===== src/rtl/burst_counter.sv =====
// burst_counter: enable-gated modulo-MAX counter producing a sequential
// address per accepted word and a registered one-cycle done pulse at the
// end of each MAX-word block.
// Optional macro BURST_COUNTER_CHECK_EN adds simulation-only $error checks
// (parameter range, X/Z on ena/cnt outside reset, cnt out of range); it has
// no functional effect.
module burst_counter #(
  parameter int CW  = 16,
  parameter int MAX = 1024
) (
  input  logic          clk,
  input  logic          rst,
  input  logic          ena,
  output logic [CW-1:0] cnt,
  output logic          done
);

  // Terminal value held one bit wider so MAX == 2^CW does not overflow.
  localparam logic [CW:0] LAST = (CW+1)'(MAX - 1);

  logic [CW-1:0] cnt_q, cnt_d;
  logic          done_q, done_d;
  logic          term;

  assign term = ({1'b0, cnt_q} == LAST);

  // Next-state: advance or wrap on ena, pulse done only on a terminal accept.
  always_comb begin
    cnt_d  = cnt_q;
    done_d = 1'b0;
    if (ena) begin
      if (term) begin
        cnt_d  = '0;
        done_d = 1'b1;
      end else begin
        cnt_d  = cnt_q + CW'(1);
      end
    end
  end

  // State registers; reset wins over ena.
  always_ff @(posedge clk) begin
    if (rst) begin
      cnt_q  <= '0;
      done_q <= 1'b0;
    end else begin
      cnt_q  <= cnt_d;
      done_q <= done_d;
    end
  end

  assign cnt  = cnt_q;
  assign done = done_q;

`ifdef BURST_COUNTER_CHECK_EN
  // Simulation-only sanity checks; they never alter state.
  always_ff @(posedge clk) begin
    if (MAX < 1 || longint'(MAX) > (longint'(1) << CW))
      $error("burst_counter: MAX=%0d outside 1..2^%0d", MAX, CW);
    if (!rst && ($isunknown(ena) || $isunknown(cnt_q)))
      $error("burst_counter: unknown value on ena or cnt");
    if ({1'b0, cnt_q} > LAST)
      $error("burst_counter: cnt=%0d not below MAX=%0d", cnt_q, MAX);
  end
`endif

endmodule


===== config.mk =====
export PLATFORM = sky130hd
export DESIGN_NAME = burst_counter
export DESIGN_NICKNAME = d
export VERILOG_FILES = /design/src/rtl/burst_counter.sv
export SDC_FILE = /design/constraint.sdc
export NUM_CORES = 1
export LEC_CHECK = 0
export ABC_CLOCK_PERIOD_IN_PS = 2100
export CAP_MARGIN = 20
export CORE_MARGIN = 4
export CORE_UTILIZATION = 47
export DETAILED_ROUTE_END_ITERATION = 16
export MAX_ROUTING_LAYER = met4
export PLACE_DENSITY = 0.77
export SYNTH_ARGS = -nofsm -noshare
export SYNTH_HDL_FRONTEND = slang
export SYNTH_SLANG_ARGS = --single-unit

===== constraint.sdc =====
create_clock -name clk -period 2.1 [get_ports clk]
set_clock_uncertainty 0.1 [all_clocks]
set_input_delay 0.42 -clock clk [delete_from_list [all_inputs] [get_ports clk]]
set_output_delay 0.42 -clock clk [all_outputs]
set_load 0.1 [all_outputs]

Word level (Yosys, flattened, before mapping)

Index checks and enable logic that the tools add are counted.

Bits of input ports: 3
Register bits: 17
Word-level logic and storage cells: 8

Reduce and logical (&&, ||, !) cells: 1
Add/sub/neg operators: 1
Muxes and demuxes: 2
Bitwise operators: 1
Equality and inequality tests: 1

Operators with widths:

| kind                    | number |
|---|---|
| $add A16 B1 Y16 const B | 1 |
| $eq A16 B10 Y1 const B  | 1 |
| $mux W16                | 1 |
| $reduce_or A2 Y1        | 1 |
| $mux W1                 | 1 |
| $not A1 Y1              | 1 |

Logic depth before layout (Yosys ltp)

Gate-level depths: netlist (run 1).

Depth after elaboration: 2
Mapped depth: 6
Depth with buffers taken out: 5

Worst setup path after synthesis (run 1)

No wires, ideal clock.

Path kind: flip-flop to flip-flop
Start: register cnt_q[0] (netlist: cnt[0])
End: register cnt_q[0] (netlist: cnt[0])
Clock period less this slack: 2.445 ns
Slack: -0.345 ns
Stages on the path, launching flop included: 7
Required time: 1.881 ns
Buffers on the path: 1
Arrival time: 2.226 ns
Cells stage by stage: dfxtp_1 -> ha_1 -> nand4_4 -> nor3_4 -> a41o_2 -> buf_6 -> nor2_1

Cells in the longest elaborated chain, start to end: 2

RTL lines:

| element                                                  | line   | source |
|---|---|---|
| from (decl)                                              | 21     | `logic [CW-1:0] cnt_q, cnt_d;` |
| from (signal assigned)                                   | 47     | `cnt_q <= cnt_d;` |
| $add A16 B1 Y16 / $eq A16 B10 Y1 (equally long branches) | 36, 25 |  |
| $mux W16 *                                               | 32     | `if (term) begin` |

Mark *: on every way between the ends. The rest lies on a longest branch, timed or not.
A chain may end at the register's enable or synchronous reset.

==> flow_summary.toml, run 1 <==
[clock_tree]
post_cts_buffers = 0
htreeDepth = 1
clk_pin_slew_ns = 0.09
cts.sinks = 17
cts_resized = 0
cts_buffer_depth = 2
cts_root_buf = "clkbuf_4"
numCtsBuffers = 3
cts_tree = "built"
holdBufCountCts = 0
clk_latency_ns = 0.29

[setup_path]
arrival_ns = 1.88
critPathMaxFanout = 7
ff2ff_setup_slack_ns = 0.42
worst-setup-path-type = "primary input to flip-flop"
worst_ep_required_time_ns = 2.20
end_kind = "flip-flop"
cp-start-kind = "primary input"

[synthesis]
yosysTopAreaCell = "dfxtp_1"
syn_inst = 90
synth.area.top_cells = "dfxtp_1, xnor2_1, nor2_1, nor4_1, nand4_1"
yosys.area.top_type_share_pct = 42.3
synth-seq-cells = 17
synth_cell_types = 20
yosys_warnings = 0
synth_nets = 94
seq_area_frac_synth_pct = 42.3
synth_area_um2 = 805
syn_area_per_cell_um2 = 8.94

[global_route]
grt_pass1_wl_um = 2990
grt_max_degree = 14
overflow = 0
grt_pass1_vias = 675
grt_antenna_before_repair = 0
grt_usage_pct = 16.3

[route]
avgViaCountPerCell = 5.34
num_vias = 694
drtIter0Drc = 9
wl_per_cell_um = 12.6
drc = 0
totalWireLength_um = 1640
dr.pass1.iters = 4
antenna_left = 0

[final_layout]
utilization_pct = 69.2
seq_area_um2 = 352
multi_input_area_um2 = 440
final_cell_mix = "nor2_1, buf_4, xnor2_1, dfxtp_2, dfxtp_1"
drive_gt1_share_pct = 33.3
fillCellCount = 123
antennaDiodeCount = 0
final_common_cell = "nor2_1"
stdcell_area_mm2 = 0.00108
area_delta_synth_final_pct = 34.1
nNetsFinal = 119
instances_no_fill = 130

[sta]
slew_violations = 0
final-setup-viol-count = 0
hold_viol_final = 0
relSlewSlack_pct = 74.1
worstMarginPinSlew_ns = 0.385
setup_tns_ns = 0
period_minus_slack_ns = 1.78
fin_ws_ns = 0.319
rsz0062_at_grt = "no"
fmax_ghz = 0.562
fin_crit_sh_pct = 84.8

[placement]
place_ws_ns = 0.00426
dp_hpwl_um = 1270
routabilityCongestion = 0.838
place_inst = 126
io_buffers = 19
place_area_mm2 = 0.00105

[die]
pin_count = 20
die_area_mm2 = 0.00244
num_rows = 14
start_util_pct = 51.6
core_region_area_mm2 = 0.00156
fp.dieH_um = 49.4
dieWidth_um = 49.4

[run]
maxCapViolCount = 0

[pwr]
powerDensity_mw_per_mm2 = 527
ir_drop_v = 0.000352
leakagePower_nw = 0.395

[outcome]
status = "finished clean"

[min_path]
hp-class = "flip-flop to flip-flop"
==> layer usage <==
metal  vias to the layer above  track usage [%]  part of all wire (%)
li1                        358                -                     -
met2                        17             24.1                    45
met3                         4             6.42                   6.0
met1                       315             20.1                    47
met5                         -                -                     0
met4                         0             5.53                   1.6
==> cell type report <==
cell class,instances,share of cell area [%]
clock buffers,4,2.44
flip-flops and latches,17,32.6
inverters,2,0.696
well taps,16,1.86
multi-input cells,69,40.8
repair buffers,22,21.6
==> stage by stage <==
stage / total power, mW / hold slack [ns]
2_1_floorplan: 0.390 / 0.385
3_3_place_gp: 0.404 / 0.418
3_5_place_dp: 0.405 / 0.432
4_1_cts: 0.578 / 0.455
5_1_grt: 0.599 / 0.499
6_report: 0.568 / 0.451
==> power by group <==
part           total [mW]  switching (mW)  internal (mW)
registers           0.334         0.00687          0.327
logic              0.0630          0.0451         0.0179
clock network       0.171          0.0969         0.0739
==> worst max-delay path, cell delays in order <==
cell             delay, ns
clkdlybuf4s50_1       0.58
nand3_4               0.14
nor4_1                0.41
nor2_1                0.08
nor4_1                0.26
==> registers in the layout, summed over array words and instances, names as in the netlist <==
register / cells
cnt: 16
done: 1
==> worst paths after layout <==
kind,from,end,cells after the start
max,ena,cnt[15],5
min,cnt[15],cnt[15],2
max reg2reg,cnt[0],cnt[6],5
min reg2reg,cnt[15],cnt[15],2
==> cell usage after synthesis <==
cell type,instances
nor2_1,22
dfxtp_1,17
xnor2_1,11
nor4_1,7
nand2_1,6
nand4_1,5
nand3_1,4
xor2_1,3
inv_1,2
nor2_2,2
nor3_1,2
a41o_2,1
and3_1,1
buf_6,1
clkbuf_2,1
ha_1,1
mux2i_1,1
nand3_4,1
nand4_4,1
nor3_4,1
==> logic make-up (layout without fill, tap and decap cells) <==
| family | after synthesis | in the layout | synth area share [%] |
|---|---|---|---|
| AOI/OAI and AO/OA | 1 | 1 | 1.40 |
| xor gates and xnor gates | 14 | 14 | 15.2 |
| adders and majority gates | 1 | 1 | 1.55 |
| buffers and inverters | 4 | 28 | 2.95 |
| DFF | 17 | 17 | 42.3 |
| muxes | 1 | 1 | 1.24 |
| and+or+nand+nor | 52 | 52 | 35.3 |
Power figures use the tool's default switching activity.
==> run 2, diff against run 1 <==
Settings changed: ABC_CLOCK_PERIOD_IN_PS 2100 to 1700.
Clock period 2.1 ns to 1.7 ns, I/O delays scaled along.
==> run 2 against run 1 <==
Against the previous run:
- via count grew 8.9%
- flip-flop and latch count stayed put
- register-to-register slack got worse by 0.33 ns
- power rose by 28%
- routed wire length is 35% higher
- count of clock-buffer cells in the layout decreased by 1
==> flow_summary.toml, run 2 (synthesized netlist as in run 1, its figures left out) <==
[placement]
place_area_mm2 = 0.00126
dp_hpwl_um = 1690
routabilityCongestion = 0.794
io_buffers = 19

[global_route]
grt_pass1_vias = 749
overflow = 0
grt_max_degree = 14
grt_pass1_wl_um = 3680
grt_usage_pct = 20.4
grt_antenna_before_repair = 0

[die]
start_util_pct = 51.6
fp.dieH_um = 49.4
num_rows = 14
pin_count = 20
die_area_mm2 = 0.00244
core_region_area_mm2 = 0.00156
dieWidth_um = 49.4

[sta]
whs_ns = 0.477
slew_violations = 0
fin_crit_sh_pct = 94.7
fmax_ghz = 0.621
rsz0062_at_grt = "no"
period_minus_slack_ns = 1.61
final-setup-viol-count = 0
relSlewSlack_pct = 75.0
worstMarginPinSlew_ns = 0.371
hold_viol_final = 0

[run]
maxCapViolCount = 0

[route]
wl_per_cell_um = 16.7
totalWireLength_um = 2210
avgViaCountPerCell = 5.73
drc = 0
antenna_left = 0
drtIter0Drc = 18
num_vias = 756
dr.pass1.iters = 4

[min_path]
hold_end = "cnt[7]"
holdCritStartpoint = "cnt[7]"
hp-class = "flip-flop to flip-flop"
holdPathStages = 2

[setup_path]
end_kind = "flip-flop"
r2r-start = "cnt[6]"
ff2ff_setup_slack_ns = 0.09
cp-start-kind = "flip-flop"
worst-setup-path-type = "flip-flop to flip-flop"
reg2reg_depth = 4
worst_ep_required_time_ns = 1.79
r2r-end = "cnt[11]"
arrival_ns = 1.70
critPathMaxFanout = 13

[final_layout]
fillCellCount = 82
antennaDiodeCount = 0
drive_gt1_share_pct = 44.8
largest_register_ffs = 16
stdcell_area_mm2 = 0.00131
final_cell_mix = "nor2_1, buf_12, xnor2_1, dfxtp_4"
utilization_pct = 84.2
area_delta_synth_final_pct = 63.1
nNetsFinal = 121
final_common_cell = "nor2_1"

[clock_tree]
post_cts_buffers = 0
cts_root_buf = "clkbuf_4"
cts.sinks = 17
clk_pin_slew_ns = 0.10
cts_buffer_depth = 2
numCtsBuffers = 3
cts_tree = "built"
htreeDepth = 1
clk_latency_ns = 0.30

[outcome]
status = "finished clean"

[pwr]
ir_drop_v = 0.000537
powerDensity_mw_per_mm2 = 553
leakagePower_nw = 0.454
power_uw = 726
-- run 2: cell count changes in the layout (fill, tap and decap cells not counted), moves of 3 or more --
cell     change
dfxtp_2      -3
buf_12      +12
nor4_1       -3
buf_4       -10
dfxtp_1      -7
nor4_2       +3
dfxtp_4     +10
-- run 2: power breakdown --
| part | leakage [nW] | switching, mW | internal [mW] |
|---|---|---|---|
| Clock | 0.0177 | 0.137 | 0.0880 |
| Combinational | 0.288 | 0.0584 | 0.0366 |
| Sequential | 0.148 | 0.0144 | 0.391 |
| Total | 0.454 | 0.210 | 0.516 |
-- run 2: what timing repair did --
action,4_1_cts,5_1_grt
gates resized for setup,2,2
setup endpoints to repair,2,11
hold buffers,0,0
-- run 2: worst max path at each step --
stage	from	end	slack (ns)	cells after the start
CTS	ena	cnt[15]	0.008	5
global placement	ena	cnt[12]	-0.22	5
floorplan	cnt[0]	cnt[11]	0.003	6
finish	cnt[6]	cnt[11]	0.09	4
detailed placement	ena	cnt[15]	-0.35	5
global route	cnt[1]	cnt[11]	0.04	5
-- run 2: final cells by class --
cell class	instances	area, um2	share of cell area (%)
sequential	17	385	29.4
multi-input combinational	69	472	35.9
clock inverter	1	5.00	0.381
clock buffer	3	22.5	1.72
inverter	2	7.51	0.572
tap	16	20.0	1.53
timing repair buffer	24	400	30.5
-- run 2: worst max-delay path: stages (launching register included) --
cell and delay (ns):
dfxtp_4 0.42, nand3_1 0.24, nor3_4 0.24, a41o_2 0.39, nor2_1 0.09
-- run 2: per-stage QoR --
stage / cells / TNS [ns] / worst slack [ns]
final: 132 / 0 / 0.0898
after global routing: 132 / 0 / 0.0379
after CTS: 132 / 0 / 0.00783
after detailed placement: 128 / -3.65 / -0.351
after global placement: 128 / -2.39 / -0.218
after floorplan: 90 / 0 / 0.00319
-- run 2: metal layers --
layer | GRT usage [%] | share of wire (%)
met3 | 2.45 | 4.8
met5 | - | 0
met4 | 10.6 | 2.4
met2 | 31.5 | 50
met1 | 26.1 | 43
==> run 3, diff against run 2 <==
Settings changed: CTS_CLUSTER_DIAMETER from default to 80, TNS_END_PERCENT from default to 100.
==> results of run 3 <==
Same layout as run 2: the final DEF is identical, and so are final timing and power.
